File: src/rtl/stepper_pkg.sv
// Shared types and constants for the multi-axis stepper pulse generator.
// The optional speed ramp is selected by the STEPPER_RAMP_EN macro in the top.
package stepper_pkg;

  typedef enum logic [1:0] {
    ST_IDLE  = 2'd0,
    ST_RUN   = 2'd1,
    ST_DRAIN = 2'd2
  } state_t;

  // The tick interval must leave a full low phase after every step pulse.
  localparam int unsigned MIN_PERIOD_FACTOR = 2;

  function automatic logic [31:0] max_of(input logic [31:0] a, input logic [31:0] b);
    return (a > b) ? a : b;
  endfunction

endpackage

File: src/rtl/step_pulse_gen.sv
// Per-axis step pulse stretcher: a one-clock trigger becomes a step pulse
// exactly PULSE_CYCLES clocks wide.
module step_pulse_gen #(
  parameter int unsigned PULSE_CYCLES = 4
) (
  input  logic clock,
  input  logic reset_n,
  input  logic trigger,
  output logic step,
  output logic active,
  output logic last
);

  localparam int unsigned CW = $clog2(PULSE_CYCLES + 1);

  logic [CW-1:0] cnt_q;

  always_ff @(posedge clock or negedge reset_n) begin
    if (!reset_n) begin
      step  <= 1'b0;
      cnt_q <= '0;
    end else if (trigger) begin
      step  <= 1'b1;
      cnt_q <= CW'(PULSE_CYCLES - 1);
    end else if (cnt_q != '0) begin
      cnt_q <= cnt_q - CW'(1);
    end else begin
      step  <= 1'b0;
    end
  end

  assign active = step;
  // High during the final high clock; the pulse drops on the next edge.
  assign last   = step && (cnt_q == '0);

endmodule

File: src/rtl/multi_axis_stepper.sv
// Coordinated multi-axis stepper pulse generator using a Bresenham DDA.
// Define STEPPER_RAMP_EN to add a linear start-up ramp (half speed to full speed).
module multi_axis_stepper
  import stepper_pkg::*;
#(
  parameter int unsigned NUM_AXES     = 2,
  parameter int unsigned STEP_W       = 16,
  parameter int unsigned PERIOD_W     = 32,
  parameter int unsigned PULSE_CYCLES = 4,
  parameter int unsigned RAMP_SHIFT   = 3
) (
  input  logic                         clock,
  input  logic                         reset_n,
  input  logic                         cmd_valid,
  output logic                         cmd_ready,
  input  logic [NUM_AXES*STEP_W-1:0]   cmd_steps,
  input  logic [NUM_AXES-1:0]          cmd_dir,
  input  logic [PERIOD_W-1:0]          cmd_period,
  input  logic                         abort,
  output logic [NUM_AXES-1:0]          step,
  output logic [NUM_AXES-1:0]          dir,
  output logic                         busy,
  output logic                         done,
  output logic                         aborted,
  output state_t                       state_dbg
);

  // Handshake: a command transfers on a rising edge where cmd_valid && cmd_ready;
  // cmd_ready is high exactly while the FSM is IDLE, and the command fields are
  // only sampled on that edge.

  localparam int unsigned MIN_PERIOD = MIN_PERIOD_FACTOR * PULSE_CYCLES;
  // One spare bit so eff + ramp (at most 2*eff) cannot wrap.
  localparam int unsigned IW = PERIOD_W + 1;

  if (RAMP_SHIFT >= PERIOD_W) begin : g_bad_ramp_shift
    $error("RAMP_SHIFT must be smaller than PERIOD_W");
  end

  state_t               state_q, state_d;
  logic [STEP_W-1:0]    steps_q [NUM_AXES];
  logic [STEP_W:0]      err_q   [NUM_AXES];
  logic [STEP_W:0]      sum     [NUM_AXES];
  logic [STEP_W-1:0]    major_q, major_c, tick_cnt_q;
  logic [IW-1:0]        eff_q, eff_c, cnt_q, interval;
  logic [NUM_AXES-1:0]  fire_d, fire_q, active, last;
  logic                 accept, tick, last_tick, drain_done, abort_seen_q;

  assign accept    = cmd_valid && cmd_ready;
  assign cmd_ready = (state_q == ST_IDLE);
  assign busy      = (state_q != ST_IDLE);
  assign state_dbg = state_q;

  always_comb begin
    major_c = '0;
    for (int i = 0; i < NUM_AXES; i++) begin
      major_c = STEP_W'(max_of(32'(major_c), 32'(cmd_steps[i*STEP_W +: STEP_W])));
    end
  end

  assign eff_c = ({1'b0, cmd_period} < IW'(MIN_PERIOD)) ? IW'(MIN_PERIOD) : {1'b0, cmd_period};

`ifdef STEPPER_RAMP_EN
  logic [IW-1:0] ramp_q, ramp_dec;

  assign ramp_dec = ((eff_q >> RAMP_SHIFT) == '0) ? IW'(1) : (eff_q >> RAMP_SHIFT);
  assign interval = eff_q + ramp_q;

  always_ff @(posedge clock or negedge reset_n) begin
    if (!reset_n) begin
      ramp_q <= '0;
    end else if (accept) begin
      ramp_q <= eff_c;
    end else if (state_q == ST_RUN && abort) begin
      ramp_q <= '0;
    end else if (tick) begin
      ramp_q <= (ramp_q > ramp_dec) ? (ramp_q - ramp_dec) : '0;
    end
  end
`else
  assign interval = eff_q;
`endif

  // An abort on the same clock as a tick wins: the tick never happens.
  assign tick      = (state_q == ST_RUN) && !abort && (cnt_q == interval - IW'(1));
  assign last_tick = tick && (tick_cnt_q == major_q - STEP_W'(1));

  always_comb begin
    for (int i = 0; i < NUM_AXES; i++) begin
      sum[i]    = err_q[i] + {1'b0, steps_q[i]};
      fire_d[i] = tick && (sum[i] >= {1'b0, major_q});
    end
  end

  // Every pulse either is idle or drops on the coming edge, and none is queued.
  assign drain_done = (fire_q == '0) && ((active & ~last) == '0);

  always_ff @(posedge clock or negedge reset_n) begin
    if (!reset_n) state_q <= ST_IDLE;
    else          state_q <= state_d;
  end

  always_comb begin
    state_d = state_q;
    case (state_q)
      ST_IDLE:  if (accept && major_c != '0) state_d = ST_RUN;
      ST_RUN:   if (abort || last_tick)      state_d = ST_DRAIN;
      ST_DRAIN: if (drain_done)              state_d = ST_IDLE;
      default:                               state_d = ST_IDLE;
    endcase
  end

  always_ff @(posedge clock or negedge reset_n) begin
    if (!reset_n) begin
      dir          <= '0;
      done         <= 1'b0;
      aborted      <= 1'b0;
      fire_q       <= '0;
      major_q      <= '0;
      eff_q        <= '0;
      cnt_q        <= '0;
      tick_cnt_q   <= '0;
      abort_seen_q <= 1'b0;
      for (int i = 0; i < NUM_AXES; i++) begin
        steps_q[i] <= '0;
        err_q[i]   <= '0;
      end
    end else begin
      done    <= 1'b0;
      aborted <= 1'b0;
      fire_q  <= fire_d;

      if (accept) begin
        dir          <= cmd_dir;
        major_q      <= major_c;
        eff_q        <= eff_c;
        cnt_q        <= '0;
        tick_cnt_q   <= '0;
        abort_seen_q <= 1'b0;
        for (int i = 0; i < NUM_AXES; i++) begin
          steps_q[i] <= cmd_steps[i*STEP_W +: STEP_W];
          err_q[i]   <= {1'b0, major_c >> 1};
        end
        if (major_c == '0) done <= 1'b1;
      end

      if (state_q == ST_RUN) begin
        if (abort) abort_seen_q <= 1'b1;
        if (tick) begin
          cnt_q      <= '0;
          tick_cnt_q <= tick_cnt_q + STEP_W'(1);
          for (int i = 0; i < NUM_AXES; i++) begin
            err_q[i] <= fire_d[i] ? (sum[i] - {1'b0, major_q}) : sum[i];
          end
        end else begin
          cnt_q <= cnt_q + IW'(1);
        end
      end

      if (state_q == ST_DRAIN && drain_done) begin
        done    <= 1'b1;
        aborted <= abort_seen_q;
      end
    end
  end

  for (genvar a = 0; a < NUM_AXES; a++) begin : g_axis
    step_pulse_gen #(
      .PULSE_CYCLES (PULSE_CYCLES)
    ) u_pulse (
      .clock   (clock),
      .reset_n (reset_n),
      .trigger (fire_q[a]),
      .step    (step[a]),
      .active  (active[a]),
      .last    (last[a])
    );
  end

endmodule
File: config.mk
export PLATFORM = sky130hd
export DESIGN_NAME = multi_axis_stepper
export DESIGN_NICKNAME = d
export VERILOG_FILES = /design/src/rtl/stepper_pkg.sv /design/src/rtl/step_pulse_gen.sv /design/src/rtl/multi_axis_stepper.sv
export SDC_FILE = /design/constraint.sdc
export NUM_CORES = 1
export LEC_CHECK = 0
export BUFFER_PORTS_ARGS = -buffer_cell sky130_fd_sc_hd__clkbuf_2
export CORE_MARGIN = 2
export CORE_UTILIZATION = 61
export CTS_BUF_LIST = sky130_fd_sc_hd__clkbuf_8
export DETAILED_ROUTE_END_ITERATION = 16
export PLACE_DENSITY = 0.8
export SETUP_SLACK_MARGIN = 0.05
export SLEW_MARGIN = 20
export SYNTH_ARGS = -nofsm -noshare
export SYNTH_HDL_FRONTEND = slang
export SYNTH_SLANG_ARGS = --single-unit
File: constraint.sdc
create_clock -name clock -period 7.8 [get_ports clock]
set_input_delay 1.56 -clock clock [delete_from_list [all_inputs] [get_ports clock]]
set_output_delay 1.56 -clock clock [all_outputs]
set_load 0.02 [all_outputs]
==> results.py, run 1 <==
metrics = {
    "setup_path": {
        "crit_type": "reg -> reg",
        "critPathArrivalTime_ns": 5.97,
        "cp-start-kind": "flip-flop",
        "critical-path-slowest-cell": "sky130_fd_sc_hd__a2111oi_0",
        "crit_required_ns": 8.15,
        "crit_chain": "ha_1 -> a21o_1 -> a21oi_1 -> o21bai_1 -> a2111oi_0 -> nor3b_1 -> o21ai_0 -> a21oi_1 -> ha_1 -> a211oi_1 -> o21ba_2 -> o21ai_0 -> a211oi_1 -> a21oi_1 -> nor2_1 -> and2_1 -> buf_4 -> mux2_2 -> mux2_1",
        "cp_slowest_stage_delay_ns": 0.81,
        "critPathMostFrequentCell": "sky130_fd_sc_hd__a21oi_1",
        "worst-path-max-fanout": 11,
        "end_kind": "flip-flop",
    },
    "route": {
        "drcViolationCount": 0,
        "antenna_violating_nets_post_route": 0,
        "vias": 12700,
        "route.detailed.vias_per_inst": 6.44,
        "detailedRoute.firstPassIterationCount": 5,
        "detailed_route_wire_length_per_cell_um": 19.1,
        "wirelength_um": 37700,
        "drt-initial-drc-count": 1011,
    },
    "synthesis": {
        "synth-xor-area-share_pct": 6.65,
        "postSynth.topFlopCell": "sky130_fd_sc_hd__dfrtp_1",
        "compound_gate_fraction_of_synth_area_pct": 19.1,
        "post_synth.cell_area_avg_sq_um": 8.43,
        "yosys_warnings": 0,
        "synthDominantCellAreaShare_pct": 32.6,
        "ys_top_cells_by_area": "sky130_fd_sc_hd__dfrtp_1 (33%), sky130_fd_sc_hd__ha_1 (8.0%), sky130_fd_sc_hd__nand2_1 (6.4%), sky130_fd_sc_hd__xnor2_1 (4.2%), sky130_fd_sc_hd__a21oi_1 (3.4%)",
        "synth_unique_cells": 90,
        "ys_async_sr_fraction_pct": 100,
        "synth_enable_flop_cells": 0,
        "synth-adder-area-share_pct": 8.54,
        "synth_simple_gate_area_share_pct": 24.3,
        "total_standard_cell_area_after_synthesis_sq_um": 13800,
        "synth_mux_area_share_pct": 4.41,
        "dominant_combinational_cell_family_by_area_after_synthesis": "simple AND/OR/NAND/NOR gates",
        "synth.ff_latch_count": 180,
        "synth_sequential_area_ratio_pct": 32.6,
        "netlist_instances": 1641,
        "syn-num-nets": 1803,
        "post-synth-top-area-cell": "sky130_fd_sc_hd__dfrtp_1",
    },
    "floorplan": {
        "num_rows": 55,
        "die-width_um": 155,
        "i_o_pin_cnt": 80,
        "floorplan.initialDensity_pct": 61.6,
        "core_area_sq_um": 22400,
        "fp.dieH_um": 155,
        "die-area_sq_um": 23900,
    },
    "pwr": {
        "power.switching_mw": 3.84,
        "power_density_nw_per_um2": 517,
        "power_switching_share_pct": 50.3,
        "internal-power_mw": 3.79,
        "cellLeakagePower_nw": 6.77,
        "power.share.combinational_pct": 71.4,
        "ir_drop_uv": 261,
        "power_frac_seq_pct": 20.1,
        "power.share.clock_pct": 8.5,
    },
    "cts": {
        "tritoncts.num_buffers": 17,
        "cts_root_buf": "sky130_fd_sc_hd__clkbuf_8",
        "postCtsHoldBufs": 0,
        "cts_sinks": 180,
        "tritoncts_clock_tree": "yes",
        "clock_path_buffers": 2,
        "clkLatencyLatePin_ns": 0.48,
        "cts_setup_buffers": 0,
        "htree_levels": 4,
        "cts_resized": 0,
        "clk_pin_slew_worst_paths_ns": 0.10,
    },
    "placed_design": {
        "place_hpwl_um": 28200,
        "place.gp.congestion": 0.950,
        "pre_cts_setup_slack_ns": 2.22,
        "port_buffers": 79,
    },
    "min_path": {
        "holdCritPathClass": "reg -> reg",
    },
    "finish": {
        "postLayoutCoreUtil_pct": 65.7,
        "antenna-diode-count": 0,
        "nets": 1840,
        "area_growth_pct": 6.66,
        "proportion_of_layout_cells_with_a_drive_suffix_above_1_pct": 10.5,
    },
    "global_route": {
        "grt_antenna_before_repair": 0,
        "top_usage_layer": "met2",
        "grt.overflow.total": 0,
        "gr-usage-met2_pct": 53.8,
        "grt_use_met1_pct": 44.0,
        "grt_max_degree": 114,
        "grt_util_all_layers_pct": 32.3,
        "use_met3_pct": 4.09,
        "number_of_global_route_vias_before_repair": 12300,
        "grt_first_pass_wirelength_um": 61800,
    },
    "sta": {
        "grt_setup_unrepaired": "no",
        "achievable-frequency_ghz": 0.178,
        "max_slew.worst_pin.slew_ns": 0.990,
        "fin_worst_hold_slack_ns": 0.469,
        "period_needed_ns": 5.62,
        "setup_violators_final": 0,
        "setup-tns-final_ns": 0,
        "worst_slack_ns": 2.18,
        "timing.clock.skew_ns": 0.0188,
        "period_share_pct": 72.1,
        "final-max-slew-violation-count": 0,
        "final_hold_viol_count": 0,
        "worst_slew_margin_rel_pct": 33.4,
    },
    "outcome": {
        "outcome": "completed",
    },
    "flow_run": {
        "cap_violations": 0,
    },
}
kinds of logic (layout without fill, tap and decap cells):
logic type / Yosys count / after routing
xor+xnor: 105 / 105
compound gates: 402 / 402
fa+ha+maj: 92 / 92
simple gates: 652 / 652
mux: 59 / 59
flops: 180 / 180
buf+inv: 151 / 200
cell usage in the layout, fill, tap and decap left out, types with 11 or more instances in the layout:
master / instances
sky130_fd_sc_hd__nor2_1: 111
sky130_fd_sc_hd__nand4_1: 25
sky130_fd_sc_hd__xnor2_1: 66
sky130_fd_sc_hd__and3_1: 29
sky130_fd_sc_hd__or2_2: 12
sky130_fd_sc_hd__clkbuf_2: 78
sky130_fd_sc_hd__a211oi_1: 19
sky130_fd_sc_hd__o21ai_0: 78
sky130_fd_sc_hd__a21o_1: 23
sky130_fd_sc_hd__and2_1: 18
sky130_fd_sc_hd__xor2_1: 39
sky130_fd_sc_hd__or4_1: 12
sky130_fd_sc_hd__clkbuf_8: 19
sky130_fd_sc_hd__o211ai_1: 12
sky130_fd_sc_hd__mux2i_1: 44
sky130_fd_sc_hd__nand2b_1: 17
sky130_fd_sc_hd__a211o_1: 11
sky130_fd_sc_hd__a31oi_1: 50
sky130_fd_sc_hd__nor3_1: 31
sky130_fd_sc_hd__inv_1: 82
sky130_fd_sc_hd__dfrtp_1: 180
sky130_fd_sc_hd__nor2b_1: 11
sky130_fd_sc_hd__or3_1: 33
sky130_fd_sc_hd__a21oi_1: 94
sky130_fd_sc_hd__o21a_1: 16
sky130_fd_sc_hd__nor4_1: 31
sky130_fd_sc_hd__nand3_1: 30
sky130_fd_sc_hd__ha_1: 88
sky130_fd_sc_hd__nand2_1: 235
sky130_fd_sc_hd__o21bai_1: 13
layout make-up:
type	instances	area [sq um]
repair buffers	89	479
well taps	285	357
clock buffers	18	248
inverters	80	300
clock inverters	13	136
multi-input cells	1310	8720
fillers	1897	7680
flip-flops and latches	180	4500
synthesized netlist by cell type, drive strengths merged, types with 19 or more instances:
library cell    n
a31oi          50
nor3           39
xor2           39
a21o           23
ha             88
o21ai          86
nor4           35
nand3          31
inv            80
a211oi         20
buf            23
nor2          111
mux2i          44
nand2         236
a21oi          95
dfrtp         180
xnor2          66
and3           30
or3            34
nand4          26
and2           19
clkbuf         48
per-layer routing:
metal	part of all wire, %	wire, um	vias up
met3	6.8	2570	62
met4	2.5	934	0
met1	44	16500	6145
li1	-	-	6026
met5	0	0	-
met2	47	17800	482
final timing paths:
| path | startpoint | depth (start not counted) | slack, ns | end |
|---|---|---|---|---|
| worst max-delay path | steps_q[1]$_DFFE_PN0P_ | 19 | 2.18 | err_q[8]$_DFF_PN0_ |
| worst min-delay path | fire_q[0]$_DFF_PN0_ | 1 | 0.47 | g_axis[0].u_pulse.cnt_q[2]$_DFFE_PN0P_ |
| worst max register to register | steps_q[1]$_DFFE_PN0P_ | 19 | 2.18 | err_q[8]$_DFF_PN0_ |
| worst min register to register | fire_q[0]$_DFF_PN0_ | 1 | 0.47 | g_axis[0].u_pulse.cnt_q[2]$_DFFE_PN0P_ |
| max in group asynchronous | reset_n | 2 | 5.10 | cnt_q[14]$_DFFE_PN0P_ |
| min in group asynchronous | reset_n | 1 | 1.17 | eff_q[23]$_DFFE_PN0P_ |
registers in the layout (all words and copies together), names as in the netlist:
register	flops
abort_seen_q	1
aborted	1
cnt_q	33
dir	2
done	1
eff_q	32
err_q	34
fire_q	2
g_axis.u_pulse.active	2
g_axis.u_pulse.cnt_q	6
major_q	16
state_dbg	2
steps_q	32
tick_cnt_q	16
power groups by stage:
stage | Sequential (mW) | Clock (mW) | Combinational [mW]
after floorplan | 1.42 | 0 | 4.25
after global placement | 1.52 | 0 | 5.18
after detailed placement | 1.54 | 0 | 5.31
after CTS | 1.52 | 0.660 | 5.36
after global routing | 1.57 | 0.697 | 6.00
final | 1.53 | 0.648 | 5.45
worst max-delay path: cells and delay by family (launching register included):
kind / cells / cell delay [ns]
AOI/OAI and AO/OA: 11 / 2.83
DFF: 1 / 0.44
buffers and inverters: 1 / 0.30
muxes: 2 / 0.64
and+or+nand+nor: 3 / 0.73
adders and majority gates: 2 / 0.54
metrics by stage:
stage | power, mW | cell area (sq um) | instances
finish | 7.63 | 14700 | 1975
global route | 8.27 | 14700 | 1975
CTS | 7.55 | 14700 | 1975
detailed placement | 6.85 | 14400 | 1944
global placement | 6.70 | 14400 | 1944
floorplan | 5.67 | 13800 | 1641
No activity file was read; power rests on OpenSTA's default activity.
==> run 2, diff against run 1 <==
- CORE_UTILIZATION: 61 -> 58
- PLACE_DENSITY: 0.8 -> 0.79
- clock period: 7.8 -> 4.65 ns (I/O delays scaled with it)
==> results.py, run 2 (synthesized netlist as in run 1, its figures left out) <==
metrics = {
    "pwr": {
        "cellLeakagePower_nw": 6.97,
        "power.share.combinational_pct": 72.1,
        "power.switching_mw": 6.79,
        "internal-power_mw": 6.78,
        "power.share.clock_pct": 8.8,
        "post-layout-total-power_mw": 13.6,
        "power_frac_seq_pct": 19.0,
        "power_density_nw_per_um2": 894,
        "power_switching_share_pct": 50.0,
        "ir_drop_uv": 443,
    },
    "sta": {
        "period_needed_ns": 4.52,
        "final_hold_viol_count": 0,
        "timing.clock.skew_ns": 0.0231,
        "final-max-slew-violation-count": 0,
        "period_share_pct": 97.2,
        "setup-tns-final_ns": 0,
        "grt_setup_unrepaired": "yes",
        "worst_slew_margin_rel_pct": 33.5,
        "max_slew.worst_pin.slew_ns": 0.988,
        "achievable-frequency_ghz": 0.221,
        "setup_violators_final": 0,
    },
    "route": {
        "route.detailed.vias_per_inst": 6.37,
        "route.met2.wl_um": 18800,
        "max_layer_used": "met4",
        "antenna_violating_nets_post_route": 0,
        "drcViolationCount": 0,
        "vias": 13000,
        "wl_met3_um": 2800,
        "detailed_route_wire_length_per_cell_um": 19.6,
        "drt-initial-drc-count": 1219,
        "drt-met1-wl_um": 16900,
        "wirelength_um": 40000,
        "detailedRoute.firstPassIterationCount": 6,
    },
    "finish": {
        "layout.filler_cells": 1967,
        "nets": 1867,
        "layout_commonest_cell": "sky130_fd_sc_hd__nand2_1",
        "final_cell_mix": "sky130_fd_sc_hd__nand2_1 (235), sky130_fd_sc_hd__dfrtp_1 (180), sky130_fd_sc_hd__nor2_1 (111)",
        "registers.top_by_ff_count": "err_q",
        "final_design_area_no_fill_sq_um": 15200,
        "antenna-diode-count": 0,
        "stdcell_count": 2037,
        "proportion_of_layout_cells_with_a_drive_suffix_above_1_pct": 13.0,
        "top_regs": "err_q: 34 flops, cnt_q: 33 flops",
        "area_growth_pct": 9.79,
        "largest_register_ffs": 34,
        "postLayoutCoreUtil_pct": 64.7,
    },
    "global_route": {
        "grt.overflow.total": 0,
        "grt_util_all_layers_pct": 32.2,
        "grt_max_degree": 111,
        "grt_first_pass_wirelength_um": 63700,
        "grt_antenna_before_repair": 0,
        "number_of_global_route_vias_before_repair": 12500,
    },
    "outcome": {
        "outcome": "completed",
    },
    "min_path": {
        "hold-path-cell-count": 1,
        "worstHoldStart": "fire_q[0]$_DFF_PN0_",
        "worstHoldEndpoint": "g_axis[0].u_pulse.cnt_q[2]$_DFFE_PN0P_",
        "holdCritPathClass": "reg -> reg",
    },
    "placed_design": {
        "place.gp.congestion": 0.987,
        "placed_cells_incl_taps": 2003,
        "port_buffers": 79,
        "place_hpwl_um": 29800,
        "dpl_cell_area_sq_um": 14600,
    },
    "setup_path": {
        "cp_slowest_stage_delay_ns": 0.41,
        "r2r_setup_slack_ns": 0.13,
        "crit_required_ns": 5.02,
        "cp-start-kind": "flip-flop",
        "end_kind": "flip-flop",
        "crit-reg2reg-launch": "steps_q[0]$_DFFE_PN0P_",
        "crit_startpoint": "steps_q[0]$_DFFE_PN0P_",
        "critPathArrivalTime_ns": 4.89,
        "critical-path-slowest-cell": "sky130_fd_sc_hd__fa_1",
        "timing.critical_path.buf_inv": 2,
        "timing.critical_path.max_delay_family": "compound AO/OA/AOI/OAI gates",
        "r2r_cells": 19,
        "crit_chain": "ha_1 -> fa_1 -> a21oi_1 -> o22ai_1 -> o41ai_2 -> buf_4 -> a21boi_0 -> o21a_1 -> nor2_1 -> xnor2_1 -> ha_1 -> o21a_1 -> o21ai_0 -> a21oi_1 -> buf_4 -> or3_1 -> a31o_2 -> o41ai_1 -> o21ai_0",
        "worst-path-max-fanout": 4,
        "crit_type": "reg -> reg",
        "regToRegEndpoint": "err_q[16]$_DFF_PN0_",
    },
    "cts": {
        "cts_root_buf": "sky130_fd_sc_hd__clkbuf_8",
        "clk_pin_slew_worst_paths_ns": 0.11,
        "postCtsHoldBufs": 0,
        "tritoncts.num_buffers": 17,
        "clock_path_buffers": 2,
        "clkLatencyLatePin_ns": 0.50,
        "tritoncts_clock_tree": "yes",
        "htree_levels": 4,
        "cts_sinks": 180,
    },
    "floorplan": {
        "i_o_pin_cnt": 80,
        "die-width_um": 158,
        "die-area_sq_um": 25100,
        "num_rows": 56,
        "core_area_sq_um": 23500,
        "fp.dieH_um": 158,
        "floorplan.initialDensity_pct": 58.9,
    },
    "flow_run": {
        "cap_violations": 0,
    },
}
-- run 2: cell count changes in the layout (fill, tap and decap cells not counted), sizes merged --
cell	before	now
inv	84	88
clkinvlp	5	2
buf	10	37
-- run 2: worst max-delay path by stage --
stage | to | slack (ns) | cells past startpoint
after floorplan | err_q[5]$_DFF_PN0_ | 0.11 | 20
after global placement | err_q[11]$_DFF_PN0_ | -0.03 | 20
after detailed placement | err_q[8]$_DFF_PN0_ | -0.08 | 19
after CTS | err_q[16]$_DFF_PN0_ | 0.10 | 20
after global routing | err_q[16]$_DFF_PN0_ | -0.05 | 18
final | err_q[16]$_DFF_PN0_ | 0.13 | 19
-- run 2: power by group through the flow --
stage | sequential (mW) | combinational, mW | clock (mW)
finish | 2.58 | 9.79 | 1.20
global route | 2.65 | 10.7 | 1.27
CTS | 2.57 | 9.36 | 1.20
detailed placement | 2.60 | 9.25 | 0
global placement | 2.58 | 9.02 | 0
floorplan | 2.38 | 7.13 | 0
-- run 2: repair_timing --
action / 4_1_cts / 5_1_grt
gates cloned: 0 / 0
endpoints found under the hold margin: 0 / 0
pin swaps: 1 / 5
buffers inserted: 0 / 2
setup endpoints to repair: 6 / 33
gates resized for setup: 4 / 15
-- run 2: layout make-up --
class | instances | area, sq um | share of cell area [%]
sequential | 180 | 4500 | 29.7
clock buffer | 18 | 248 | 1.63
tap | 319 | 399 | 2.63
clock inverter | 14 | 185 | 1.22
inverter | 80 | 300 | 1.98
timing repair buffer | 116 | 719 | 4.74
multi-input combinational | 1310 | 8830 | 58.1
-- run 2: per-stage QoR --
stage          setup WS [ns]  hold WS, ns
6_report               0.132        0.483
5_1_grt              -0.0479        0.513
4_1_cts                0.101        0.481
3_5_place_dp         -0.0813        0.462
3_3_place_gp         -0.0294        0.459
2_1_floorplan          0.113        0.432
-- run 2: routing by layer --
metal	global-route usage (%)	vias to the layer above
met5	0	-
met4	12.7	0
met3	5.44	110
met2	54.0	526
met1	41.7	6254
li1	-	6080
==> run 3, diff against run 2 <==
- CELL_PAD_IN_SITES_DETAIL_PLACEMENT: not set -> 1
- CELL_PAD_IN_SITES_GLOBAL_PLACEMENT: not set -> 1
- CORE_UTILIZATION: 58 -> 44
- PLACE_DENSITY: 0.79 -> not set
- PLACE_DENSITY_LB_ADDON: not set -> 0.1
==> results.py, run 3 (synthesized netlist as in run 1, its figures left out) <==
metrics = {
    "outcome": {
        "outcome": "completed",
    },
    "sta": {
        "period_needed_ns": 4.47,
        "final_hold_viol_count": 0,
        "worst_slew_margin_rel_pct": 38.2,
        "fin_worst_hold_slack_ns": 0.467,
        "achievable-frequency_ghz": 0.224,
        "setup_violators_final": 0,
        "max_slew.worst_pin.slew_ns": 0.926,
        "period_share_pct": 96.0,
        "timing.clock.skew_ns": 0.0218,
        "final-max-slew-violation-count": 0,
        "grt_setup_unrepaired": "yes",
    },
    "finish": {
        "layout.filler_cells": 3718,
        "final_design_area_no_fill_sq_um": 15400,
        "postLayoutCoreUtil_pct": 50.2,
        "antenna-diode-count": 0,
        "final_cell_mix": "sky130_fd_sc_hd__nand2_1 (235), sky130_fd_sc_hd__dfrtp_1 (180), sky130_fd_sc_hd__nor2_1 (110)",
        "layout_commonest_cell": "sky130_fd_sc_hd__nand2_1",
        "nets": 1893,
        "proportion_of_layout_cells_with_a_drive_suffix_above_1_pct": 14.4,
        "largest_register_ffs": 34,
        "top_regs": "err_q: 34 flops, cnt_q: 33 flops",
        "area_growth_pct": 11.7,
        "registers.top_by_ff_count": "err_q",
    },
    "pwr": {
        "power.share.combinational_pct": 73.1,
        "power.share.clock_pct": 8.3,
        "post-layout-total-power_mw": 13.9,
        "power.switching_mw": 6.93,
        "ir_drop_uv": 422,
        "power_frac_seq_pct": 18.7,
        "internal-power_mw": 6.96,
        "power_density_nw_per_um2": 899,
        "power_switching_share_pct": 49.9,
        "cellLeakagePower_nw": 7.08,
    },
    "min_path": {
        "holdCritPathClass": "in -> async",
    },
    "placed_design": {
        "place.gp.congestion": 0.904,
        "dpl_cell_area_sq_um": 14900,
        "place_hpwl_um": 35200,
        "port_buffers": 79,
    },
    "route": {
        "detailedRoute.firstPassIterationCount": 5,
        "drt-initial-drc-count": 698,
        "detailed_route_wire_length_per_cell_um": 21.6,
        "route.detailed.vias_per_inst": 6.03,
        "wirelength_um": 46300,
        "drcViolationCount": 0,
        "vias": 12900,
        "antenna_violating_nets_post_route": 0,
    },
    "cts": {
        "tritoncts_clock_tree": "yes",
        "cts_root_buf": "sky130_fd_sc_hd__clkbuf_8",
        "clock_path_buffers": 2,
        "tritoncts.num_buffers": 17,
        "cts_sinks": 180,
        "clkLatencyLatePin_ns": 0.50,
        "htree_levels": 4,
        "clk_pin_slew_worst_paths_ns": 0.10,
    },
    "global_route": {
        "grt_util_all_layers_pct": 28.5,
        "grt_first_pass_wirelength_um": 74000,
        "grt_antenna_before_repair": 0,
        "grt_max_degree": 92,
        "grt.overflow.total": 0,
        "number_of_global_route_vias_before_repair": 13300,
    },
    "setup_path": {
        "worst-path-max-fanout": 6,
        "timing.critical_path.max_delay_family": "simple AND/OR/NAND/NOR gates",
        "crit_required_ns": 5.08,
        "critical-path-slowest-cell": "sky130_fd_sc_hd__or3b_2",
        "cp_slowest_stage_delay_ns": 0.53,
        "crit_chain": "ha_1 -> a21o_1 -> a21oi_1 -> o21a_1 -> or3b_2 -> a211o_1 -> and4_1 -> a311o_1 -> ha_1 -> nand4_1 -> nor4_2 -> nor2_1 -> and3_2 -> or3b_2 -> a2bb2oi_1",
        "end_kind": "flip-flop",
        "critPathArrivalTime_ns": 4.89,
        "crit_type": "reg -> reg",
        "timing.critical_path.buf_inv": 0,
        "cp-start-kind": "flip-flop",
    },
    "floorplan": {
        "core_area_sq_um": 30700,
        "i_o_pin_cnt": 80,
        "die-area_sq_um": 32900,
        "die-width_um": 181,
        "floorplan.initialDensity_pct": 45.0,
        "num_rows": 64,
        "fp.dieH_um": 181,
    },
    "flow_run": {
        "cap_violations": 0,
    },
}
## run 3: cell count changes in the layout (fill, tap and decap cells not counted), sizes merged
cell	previous run	this run
clkbuf	97	99
clkinv	2	3
buf	37	63
inv	88	85
## run 3: stage by stage
stage                     setup WS, ns  cells  TNS [ns]
after floorplan                  0.113   1641         0
after global placement           0.147   2100         0
after detailed placement       -0.0291   2100   -0.0753
after CTS                       0.0534   2132         0
after global routing           -0.0372   2140   -0.0695
final                            0.184   2140         0
## run 3: worst register-to-register path, stage by stage, from the launching register on
cell and delay, ns:
sky130_fd_sc_hd__dfrtp_1 0.44, sky130_fd_sc_hd__ha_1 0.29, sky130_fd_sc_hd__a21o_1 0.11, sky130_fd_sc_hd__a21oi_1 0.11
sky130_fd_sc_hd__o21a_1 0.21, sky130_fd_sc_hd__or3b_2 0.53, sky130_fd_sc_hd__a211o_1 0.30, sky130_fd_sc_hd__and4_1 0.19
sky130_fd_sc_hd__a311o_1 0.37, sky130_fd_sc_hd__ha_1 0.35, sky130_fd_sc_hd__nand4_1 0.16, sky130_fd_sc_hd__nor4_2 0.25
sky130_fd_sc_hd__nor2_1 0.18, sky130_fd_sc_hd__and3_2 0.27, sky130_fd_sc_hd__or3b_2 0.49, sky130_fd_sc_hd__a2bb2oi_1 0.16
## run 3: final cells by class
type,count,area (sq um),area share [%]
clock inverters,12,130,0.842
well taps,396,495,3.21
multi-input cells,1310,8850,57.3
flip-flops and latches,180,4500,29.2
clock buffers,20,275,1.78
inverters,80,300,1.94
repair buffers,142,890,5.76
## run 3: worst paths after layout
| kind | endpoint | cells after the start | from | slack [ns] |
|---|---|---|---|---|
| min reg2reg | dir[1]$_DFFE_PN0P_ | 2 | dir[1]$_DFFE_PN0P_ | 0.49 |
| min | eff_q[3]$_DFFE_PN0P_ | 1 | reset_n | 0.47 |
| max reg2reg | err_q[30]$_DFF_PN0_ | 15 | err_q[18]$_DFF_PN0_ | 0.18 |
| max in group asynchronous | state_dbg[1]$_DFFE_PN0P_ | 2 | reset_n | 3.16 |
| min in group clock | dir[1]$_DFFE_PN0P_ | 2 | dir[1]$_DFFE_PN0P_ | 0.49 |
| max | err_q[30]$_DFF_PN0_ | 15 | err_q[18]$_DFF_PN0_ | 0.18 |
## run 3: power groups by stage
stage | sequential (mW) | clock (mW) | combinational (mW)
2_1_floorplan | 2.38 | 0 | 7.13
3_3_place_gp | 2.59 | 0 | 9.35
3_5_place_dp | 2.61 | 0 | 9.64
4_1_cts | 2.59 | 1.18 | 9.75
5_1_grt | 2.67 | 1.24 | 11.2
6_report | 2.59 | 1.15 | 10.1
## run 3: layer usage
layer | global-route usage, % | up-vias | routed length, um
met5 | 0 | - | 0
met4 | 9.46 | 0 | 1510
met3 | 3.49 | 66 | 1440
met2 | 48.7 | 256 | 22500
met1 | 37.5 | 6473 | 20900
li1 | - | 6112 | -
## run 3: what timing repair did
| item | 4_1_cts | 5_1_grt |
|---|---|---|
| pin swaps | 0 | 13 |
| buffers inserted | 0 | 8 |
| endpoints found under the setup margin | 5 | 36 |
| hold buffers | 0 | 0 |
| resized for setup | 3 | 25 |
